### src/rtl/svga_char_pkg.sv
// svga_char_pkg: character-grid geometry, fetch phase and shared types for the
// SVGA character RAM path.
package svga_char_pkg;
    localparam int CHAR_COLS_800 = 100;
    localparam int CHAR_LINES_800 = 75;
    localparam int CHAR_COLS_640 = 80;
    localparam int CHAR_LINES_640 = 60;
    localparam int CHAR_ADDR_W = 13;
    localparam logic [7:0] CLEAR_CODE = 8'h20;
    localparam logic [2:0] FETCH_PHASE = 3'd5;
    typedef enum logic {ST_IDLE, ST_CLEAR} arb_state_t;
endpackage

### src/rtl/svga_write_fifo.sv
// svga_write_fifo: small synchronous FIFO with registered full/empty; a push
// while full is taken only when a pop frees the slot in the same cycle.
module svga_write_fifo #(
    parameter int WIDTH = 21,
    parameter int DEPTH = 4
) (
    input  logic             clk,
    input  logic             rst_n,
    input  logic             push,
    input  logic [WIDTH-1:0] din,
    input  logic             pop,
    output logic [WIDTH-1:0] dout,
    output logic             full,
    output logic             empty
);
    localparam int AW = $clog2(DEPTH);
    logic [WIDTH-1:0] mem [DEPTH];
    logic [AW-1:0] wp, rp;
    logic [AW:0] cnt, cnt_next;
    logic do_push, do_pop;

    assign do_push = push && (!full || pop);
    assign do_pop = pop && !empty;
    assign cnt_next = cnt + (AW+1)'(do_push) - (AW+1)'(do_pop);
    assign dout = mem[rp];

    always_ff @(posedge clk or negedge rst_n) begin
        if (!rst_n) begin
            wp <= '0;
            rp <= '0;
            cnt <= '0;
            full <= 1'b0;
            empty <= 1'b1;
        end else begin
            wp <= wp + AW'(do_push);
            rp <= rp + AW'(do_pop);
            cnt <= cnt_next;
            full <= cnt_next == (AW+1)'(DEPTH);
            empty <= cnt_next == '0;
        end
    end

    always_ff @(posedge clk) begin
        if (do_push) mem[wp] <= din;
    end
endmodule

### src/rtl/svga_char_ram_arbiter.sv
// svga_char_ram_arbiter: shares one character RAM port between display fetches
// (always granted), a full-screen clear sequence and a queued writer.
module svga_char_ram_arbiter
    import svga_char_pkg::*;
#(
    parameter int CHAR_COLS = CHAR_COLS_800,
    parameter int CHAR_LINES = CHAR_LINES_800,
    parameter int ADDR_W = CHAR_ADDR_W,
    parameter int FIFO_DEPTH = 4,
    parameter logic [7:0] CLEAR_CHAR = CLEAR_CODE
) (
    input  logic              pixel_clock,
    input  logic              reset_n,
    input  logic [6:0]        char_column,
    input  logic [6:0]        char_line,
    input  logic [2:0]        subchar_pixel,
    input  logic              wr_valid,
    output logic              wr_ready,
    input  logic [ADDR_W-1:0] wr_addr,
    input  logic [7:0]        wr_data,
    input  logic              clear_req,
    output logic              clear_busy,
    output logic [ADDR_W-1:0] ram_addr,
    output logic              ram_we,
    output logic [7:0]        ram_wdata,
    input  logic [7:0]        ram_rdata,
    output logic [7:0]        char_code,
    output logic              char_valid
);
    localparam int TOTAL = CHAR_COLS * CHAR_LINES;
    arb_state_t state, state_next;
    logic [ADDR_W-1:0] clr_addr, clr_addr_next, fetch_addr, fifo_addr;
    logic [ADDR_W+7:0] fifo_dout;
    logic [7:0] fifo_data;
    logic fetch, fetch_d, clr_wr, pop, push, fifo_full, fifo_empty;

    assign fetch = subchar_pixel == FETCH_PHASE && 32'(char_column) < CHAR_COLS
                   && 32'(char_line) < CHAR_LINES;
    assign fetch_addr = ADDR_W'(32'(char_line) * CHAR_COLS + 32'(char_column));
    // The FIFO is held during a clear so queued writes land on top of it.
    assign clr_wr = !fetch && state == ST_CLEAR;
    assign pop = !fetch && state == ST_IDLE && !fifo_empty;
    assign wr_ready = !fifo_full;
    assign push = wr_valid && wr_ready;
    assign clear_busy = state == ST_CLEAR;
    assign {fifo_addr, fifo_data} = fifo_dout;

    svga_write_fifo #(.WIDTH(ADDR_W + 8), .DEPTH(FIFO_DEPTH)) u_fifo (
        .clk(pixel_clock),
        .rst_n(reset_n),
        .push(push),
        .din({wr_addr, wr_data}),
        .pop(pop),
        .dout(fifo_dout),
        .full(fifo_full),
        .empty(fifo_empty)
    );

    always_comb begin
        state_next = clear_req ? ST_CLEAR
                   : (clr_wr && clr_addr == ADDR_W'(TOTAL - 1)) ? ST_IDLE : state;
        clr_addr_next = clear_req ? '0 : clr_wr ? clr_addr + ADDR_W'(1) : clr_addr;
    end

    always_ff @(posedge pixel_clock or negedge reset_n) begin
        if (!reset_n) begin
            state <= ST_IDLE;
            clr_addr <= '0;
        end else begin
            state <= state_next;
            clr_addr <= clr_addr_next;
        end
    end

    always_ff @(posedge pixel_clock or negedge reset_n) begin
        if (!reset_n) begin
            ram_addr <= '0;
            ram_we <= 1'b0;
            ram_wdata <= '0;
            fetch_d <= 1'b0;
            char_valid <= 1'b0;
            char_code <= '0;
        end else begin
            ram_addr <= fetch ? fetch_addr : clr_wr ? clr_addr : pop ? fifo_addr : ram_addr;
            ram_we <= clr_wr || pop;
            ram_wdata <= clr_wr ? CLEAR_CHAR : pop ? fifo_data : ram_wdata;
            fetch_d <= fetch;
            char_valid <= fetch_d;
            if (fetch_d) char_code <= ram_rdata;
        end
    end
endmodule

### config.mk
export PLATFORM = sky130hd
export DESIGN_NAME = svga_char_ram_arbiter
export DESIGN_NICKNAME = d
export VERILOG_FILES = /design/src/rtl/svga_char_pkg.sv /design/src/rtl/svga_write_fifo.sv /design/src/rtl/svga_char_ram_arbiter.sv
export SDC_FILE = /design/constraint.sdc
export NUM_CORES = 1
export LEC_CHECK = 0
export BUFFER_PORTS_ARGS = -buffer_cell sky130_fd_sc_hd__buf_2
export CELL_PAD_IN_SITES_DETAIL_PLACEMENT = 0
export CELL_PAD_IN_SITES_GLOBAL_PLACEMENT = 1
export CORE_UTILIZATION = 43
export DETAILED_ROUTE_END_ITERATION = 12
export HOLD_SLACK_MARGIN = 0.1
export PLACE_DENSITY = 0.87
export SLEW_MARGIN = 20
export SYNTH_ARGS = -nofsm -noshare
export SYNTH_HDL_FRONTEND = slang
export SYNTH_SLANG_ARGS = --single-unit
export TNS_END_PERCENT = 5
### constraint.sdc
create_clock -name pixel_clock -period 2.9 [get_ports pixel_clock]
set_input_delay 0.29 -clock pixel_clock [delete_from_list [all_inputs] [get_ports pixel_clock]]
set_output_delay 0.29 -clock pixel_clock [all_outputs]
set_load 0.02 [all_outputs]
# ---- After elaboration in Yosys (flattened, before gate mapping)
# Memory sizes are Yosys's and may differ from the RTL's.
# Cells that the tools add are included.
dict set report totals {
  reg_bits 55
  ram_bits 84
  out_inout_bits 33
  elab_cells 57
  n_memories 1
}
dict set report classes {
  addsub 6
  multipliers 1
  n_lt_le_gt_ge 2
  n_eq_ne 3
  n_mux 11
  bitwise 1
  n_reduce_logical 19
}
# memory words word_bits rd rd_clocked_by_memory_dff write_ports line
set mem_list {}
lappend mem_list {u_fifo.mem 4 21 1 0 1 svga_write_fifo.sv:17} ;# logic [WIDTH-1:0] mem [DEPTH];
# operator count
set op_table {}
lappend op_table {{13-bit two-way mux} 5}
lappend op_table {{8-bit two-way mux} 2}
lappend op_table {{7-bit less-than comparator, second input constant} 2}
lappend op_table {{13-bit by 1-bit adder with 13-bit output, second input constant} 1}
lappend op_table {{13-bit by 7-bit adder with 13-bit output} 1}
lappend op_table {{13-bit equality test, second input constant} 1}
lappend op_table {{7-bit by 5-bit multiplier with 11-bit output, second input constant} 1}
lappend op_table {{1-bit logical AND} 9}
lappend op_table {{3-bit equality test, second input constant} 2}
lappend op_table {{2-bit nonzero test} 3}
lappend op_table {{2-bit by 1-bit adder with 2-bit output} 2}
lappend op_table {{1-bit two-way mux} 4}
lappend op_table {{3-bit by 1-bit adder with 3-bit output} 1}
lappend op_table {{1-bit logical NOT} 3}
lappend op_table {{3-bit logical NOT} 1}
lappend op_table {{3-bit nonzero test} 1}
lappend op_table {{3-bit by 1-bit subtractor with 3-bit output} 1}
lappend op_table {{1-bit logical OR} 2}
lappend op_table {{1-bit NOT} 1}

# ---- Longest topological paths before layout
dict set report logic_depth {
  ltp_word 11
  ltp_mapped 16
}

# ---- Modules after synthesis
# From an unflattened synthesis, not the netlist that was laid out.
dict set report unflattened {
  cells_unflattened 465
  area_unflattened_um2 6613.8
}
# module n_inst cells_each area_per_inst_um2 seq_area_each_um2
set modules_own_cells {}
lappend modules_own_cells {svga_write_fifo 1 143 3498.4 2748.9}
lappend modules_own_cells {svga_char_ram_arbiter 1 322 3115.5 1151.1}

# ---- Least setup slack after synthesis
# OpenSTA, ideal clock, no wires.
dict set report synth_path {
  path_kind {in2reg}
  start {input port char_line[2]}
  end {register ram_addr[12]}
  arrival_time_ns 2.763
  required_ns 2.773
  slack_ns 0.010
  cell_stages 10
  cell_sequence {ha_1 > ha_1 > fa_1 > ha_1 > or2_4 > and3_4 > o311ai_2 > o2111ai_1 > xnor2_1 > a21oi_1}
}
dict set report synth_between {
  elab_chain_len 6
  word_cells_on_any_way 11
  cone_classes {add/sub: 1; mul: 1; order compare: 1; mux: 2; reduce/logical: 6}
}
# element line
set synth_lines {}
lappend synth_lines {{start: declaration} svga_char_ram_arbiter.sv:15} ;# input logic [6:0] char_line,
lappend synth_lines {{parallel branches: the longest is 6 deep, another holds 13-bit by 7-bit adder with 13-bit output} --}
lappend synth_lines {{end signal: assignment} svga_char_ram_arbiter.sv:84} ;# ram_addr <= fetch ? fetch_addr : clr_wr ? clr_addr : pop ? fifo_addr : ram_addr;
lappend synth_lines {{end: declaration} svga_char_ram_arbiter.sv:23} ;# output logic [ADDR_W-1:0] ram_addr,
# Several ways; the timed one is not identified.
# A chain may end at the register's enable or synchronous reset.

# ---- Worst setup path after layout
dict set report layout_path {
  start {input port char_line[2]}
  end {register ram_addr[11]}
}
# The elaborated chain is that of the path after synthesis.

==> reports/qor.txt <==
register bit total from synthesis - 139
sw frac - 28.93%
worst skew pair latency - 0.42 ns
chip height - 125.6 um
Ys Warns - 0
sequential share of power - 41.9%
TritonCTS Buffers - 17
Switching Power - 1787 uW
Clock Tree Root - clkbuf_16
Setup WS pre-CTS - -0.2761 ns
final setup skew - 0.007300 ns
RSZ-0062 raised after global routing - false
via/cell ratio - 5.343
CP startpoint - char_line[2]
Setup violations, final - 0
Total GRT Usage - 18.63%
nets - 691
TritonCTS clock tree - done
DPL Wire Length - 9171 um
sequential fraction of the synthesis area - 59.35%
asr flop ratio synth - 39.57%
kind of critical path - input port to flop
DR iter-0 viols - 142
Vias - 4264
CTS sink count - 139
Max Transition Viols Final - 0
power density cells - 752.8 nW/um2
Worst Tran Pin Value - 0.7649 ns
syn_area_per_cell - 14.10 um2
routed length per instance - 17.39 um
crit path DAT - 2.99 ns
hold depth - 2
dominant synthesized flop cell - edfxtp_1
IO Pins - 83
Comb power frac - 24.3%
CTS max path bufs - 2
row count - 44
Worst R2R Setup Slack - 0.62 ns
most common cell after layout, fill and taps aside - edfxtp_1
Min-Delay Path Class - input port to flop
Detailed Route WL - 13880 um
DRC viols - 2
Slew headroom - 49.01%
pin count of the biggest net entering global routing - 57
drt pass-1 iters - 8
Int Pwr - 4391 uW
H-tree depth - 4
CP max FO - 4
die area - 15780 um2
Reg-to-Reg End - u_fifo.full
IR drop worst, VDD - 0.6302 mV
setup tns final - 0 ns
Cells after Synth - 466
routability-driven placement congestion ratio - 0.8324
reg2reg path depth - 8
Final Cycle Share - 94.00%
number of hold violations in the final report - 0
Clock Power Share - 33.9%
max_cap viols - 0
syn nets - 556
Worst R2R Start - clear_busy
antenna-violating nets left - 0
Max Fclk - 366.9 MHz
gr ovfl total - 0
Mapped Area - 6571 um2
first-pass GRT wire length - 22400 um
number of flops mapped to enable cells by yosys - 84
most frequent cells in the layout - edfxtp_1, buf_2, dfrtp_1
area grow syn2layout - 24.89%
Cell variety after synth - 50
CP Capture Type - flop
Hold Path End - char_code[7]
failing checks - design-rule violations
worst hold start - ram_rdata[7]
vias in the first global route - 4499
die width - 125.6 um
share of layout cells above drive strength 1 - 29.48%
status - complete, but fails checks
critical path required time - 3.17 ns
Final WS setup - 0.1741 ns
min cycle time layout - 2.726 ns
startpoint types - input port
clock-pin slew on the worst setup and hold paths - 0.06 ns
Leakage - 0.003367 uW
Initial Utilization - 44.71%
CORE AREA - 14700 um2
initial antenna violation count - 0
IO Port Bufs - 82
Antenna Cells - 0
how the worst max path moves through the flow:
stage          cells past startpoint      endpoint  slack [ns]
2_1_floorplan                     10  ram_addr[12]        0.01
3_3_place_gp                      11  ram_addr[12]       -0.18
3_5_place_dp                      11  ram_addr[12]       -0.28
4_1_cts                           11  ram_addr[12]        0.16
5_1_grt                           11  ram_addr[12]        0.01
6_report                          11  ram_addr[11]        0.17
worst max-delay path: stages:
cell and delay, ns:
buf_2 0.12, ha_1 0.29, ha_1 0.31, fa_1 0.47
ha_1 0.33, or2_4 0.25, and3_4 0.20, nor3_2 0.25
and4bb_1 0.24, xnor2_1 0.12, a21oi_1 0.09
per-stage QoR:
| step | area, um2 | instances | power [uW] | util [%] | hold WS [ns] |
|---|---|---|---|---|---|
| after global placement | 7302 | 735 | 4015 | 49.68 | 0.4599 |
| final | 8207 | 798 | 6178 | 55.83 | 0.1251 |
| after CTS | 8190 | 798 | 6208 | 55.72 | 0.1099 |
| after detailed placement | 7302 | 735 | 4080 | 49.68 | 0.4715 |
| after floorplan | 6571 | 466 | 3603 | - | -0.005591 |
| after global routing | 8207 | 798 | 6459 | 55.83 | 0.1169 |
sequential cells by signal, indices dropped and copies added (netlist names):
register	count
clear_busy	1
ram_we	1
u_fifo.full	1
fetch_d	1
clr_addr	13
u_fifo.wp	2
ram_wdata	8
ram_addr	13
u_fifo.empty	1
char_code	8
u_fifo.cnt	3
u_fifo.rp	2
u_fifo.mem	84
char_valid	1
repair_timing:
action | CTS | global route
endpoints found under the hold margin | 144 | 0
resized for setup | 0 | 2
endpoints found under the setup margin | 0 | 1
hold buffers | 31 | 0
setup buffers | 0 | 0
cell families after synthesis:
| logic type | count (synthesis) | share of synthesized area [%] |
|---|---|---|
| xor gates and xnor gates | 26 | 3.465 |
| adders and majority gates | 40 | 8.073 |
| DFF | 139 | 59.35 |
| buffers and inverters | 44 | 2.951 |
| and+or+nand+nor | 103 | 8.930 |
| muxes | 45 | 11.02 |
| AOI/OAI and AO/OA | 69 | 6.207 |
synthesized netlist by cell type, drive strengths merged, types with 5 or more instances:
cell    number  area (um2)
edfxtp      84        2522
dfrtp       54        1351
ha          36       450.4
nor2        32       120.1
a21oi       30       150.1
inv         24       90.09
mux4        21       473.0
o21ai       20       100.1
nand2       19       71.32
mux2i       15       150.1
xnor2       15       131.4
buf         11       70.06
xor2        11       96.34
nor3b       10       75.07
clkbuf       9       33.78
mux2         9       101.4
nor3         9       50.05
a211oi       8       60.06
nand4b       5       43.79
nor2b        5       31.28
power by group through the flow:
stage / Sequential [uW] / Combinational, uW / Clock [uW]
3_5_place_dp: 2620 / 1460 / 0
2_1_floorplan: 2620 / 981 / 0
4_1_cts: 2590 / 1510 / 2110
3_3_place_gp: 2600 / 1420 / 0
6_report: 2590 / 1500 / 2090
5_1_grt: 2610 / 1640 / 2200
cell type report:
type	instances	area, um2
Fill cell	1079	6492
Sequential cell	139	3900
Multi-Input combinational cell	283	2515
Timing Repair Buffer	136	893.4
Clock buffer	19	442.9
Tap cell	184	230.2
Clock inverter	13	135.1
Inverter	24	90.09
routing by layer:
metal | global-route usage [%] | vias to the layer above | share of wire (%)
met3 | 4.291 | 19 | 3.9
li1 | - | 2011 | -
met1 | 23.30 | 2146 | 43
met5 | 0 | - | 0
met2 | 31.99 | 88 | 52
met4 | 6.169 | 0 | 1.6
Note: power is estimated with default switching activity, not from simulation.
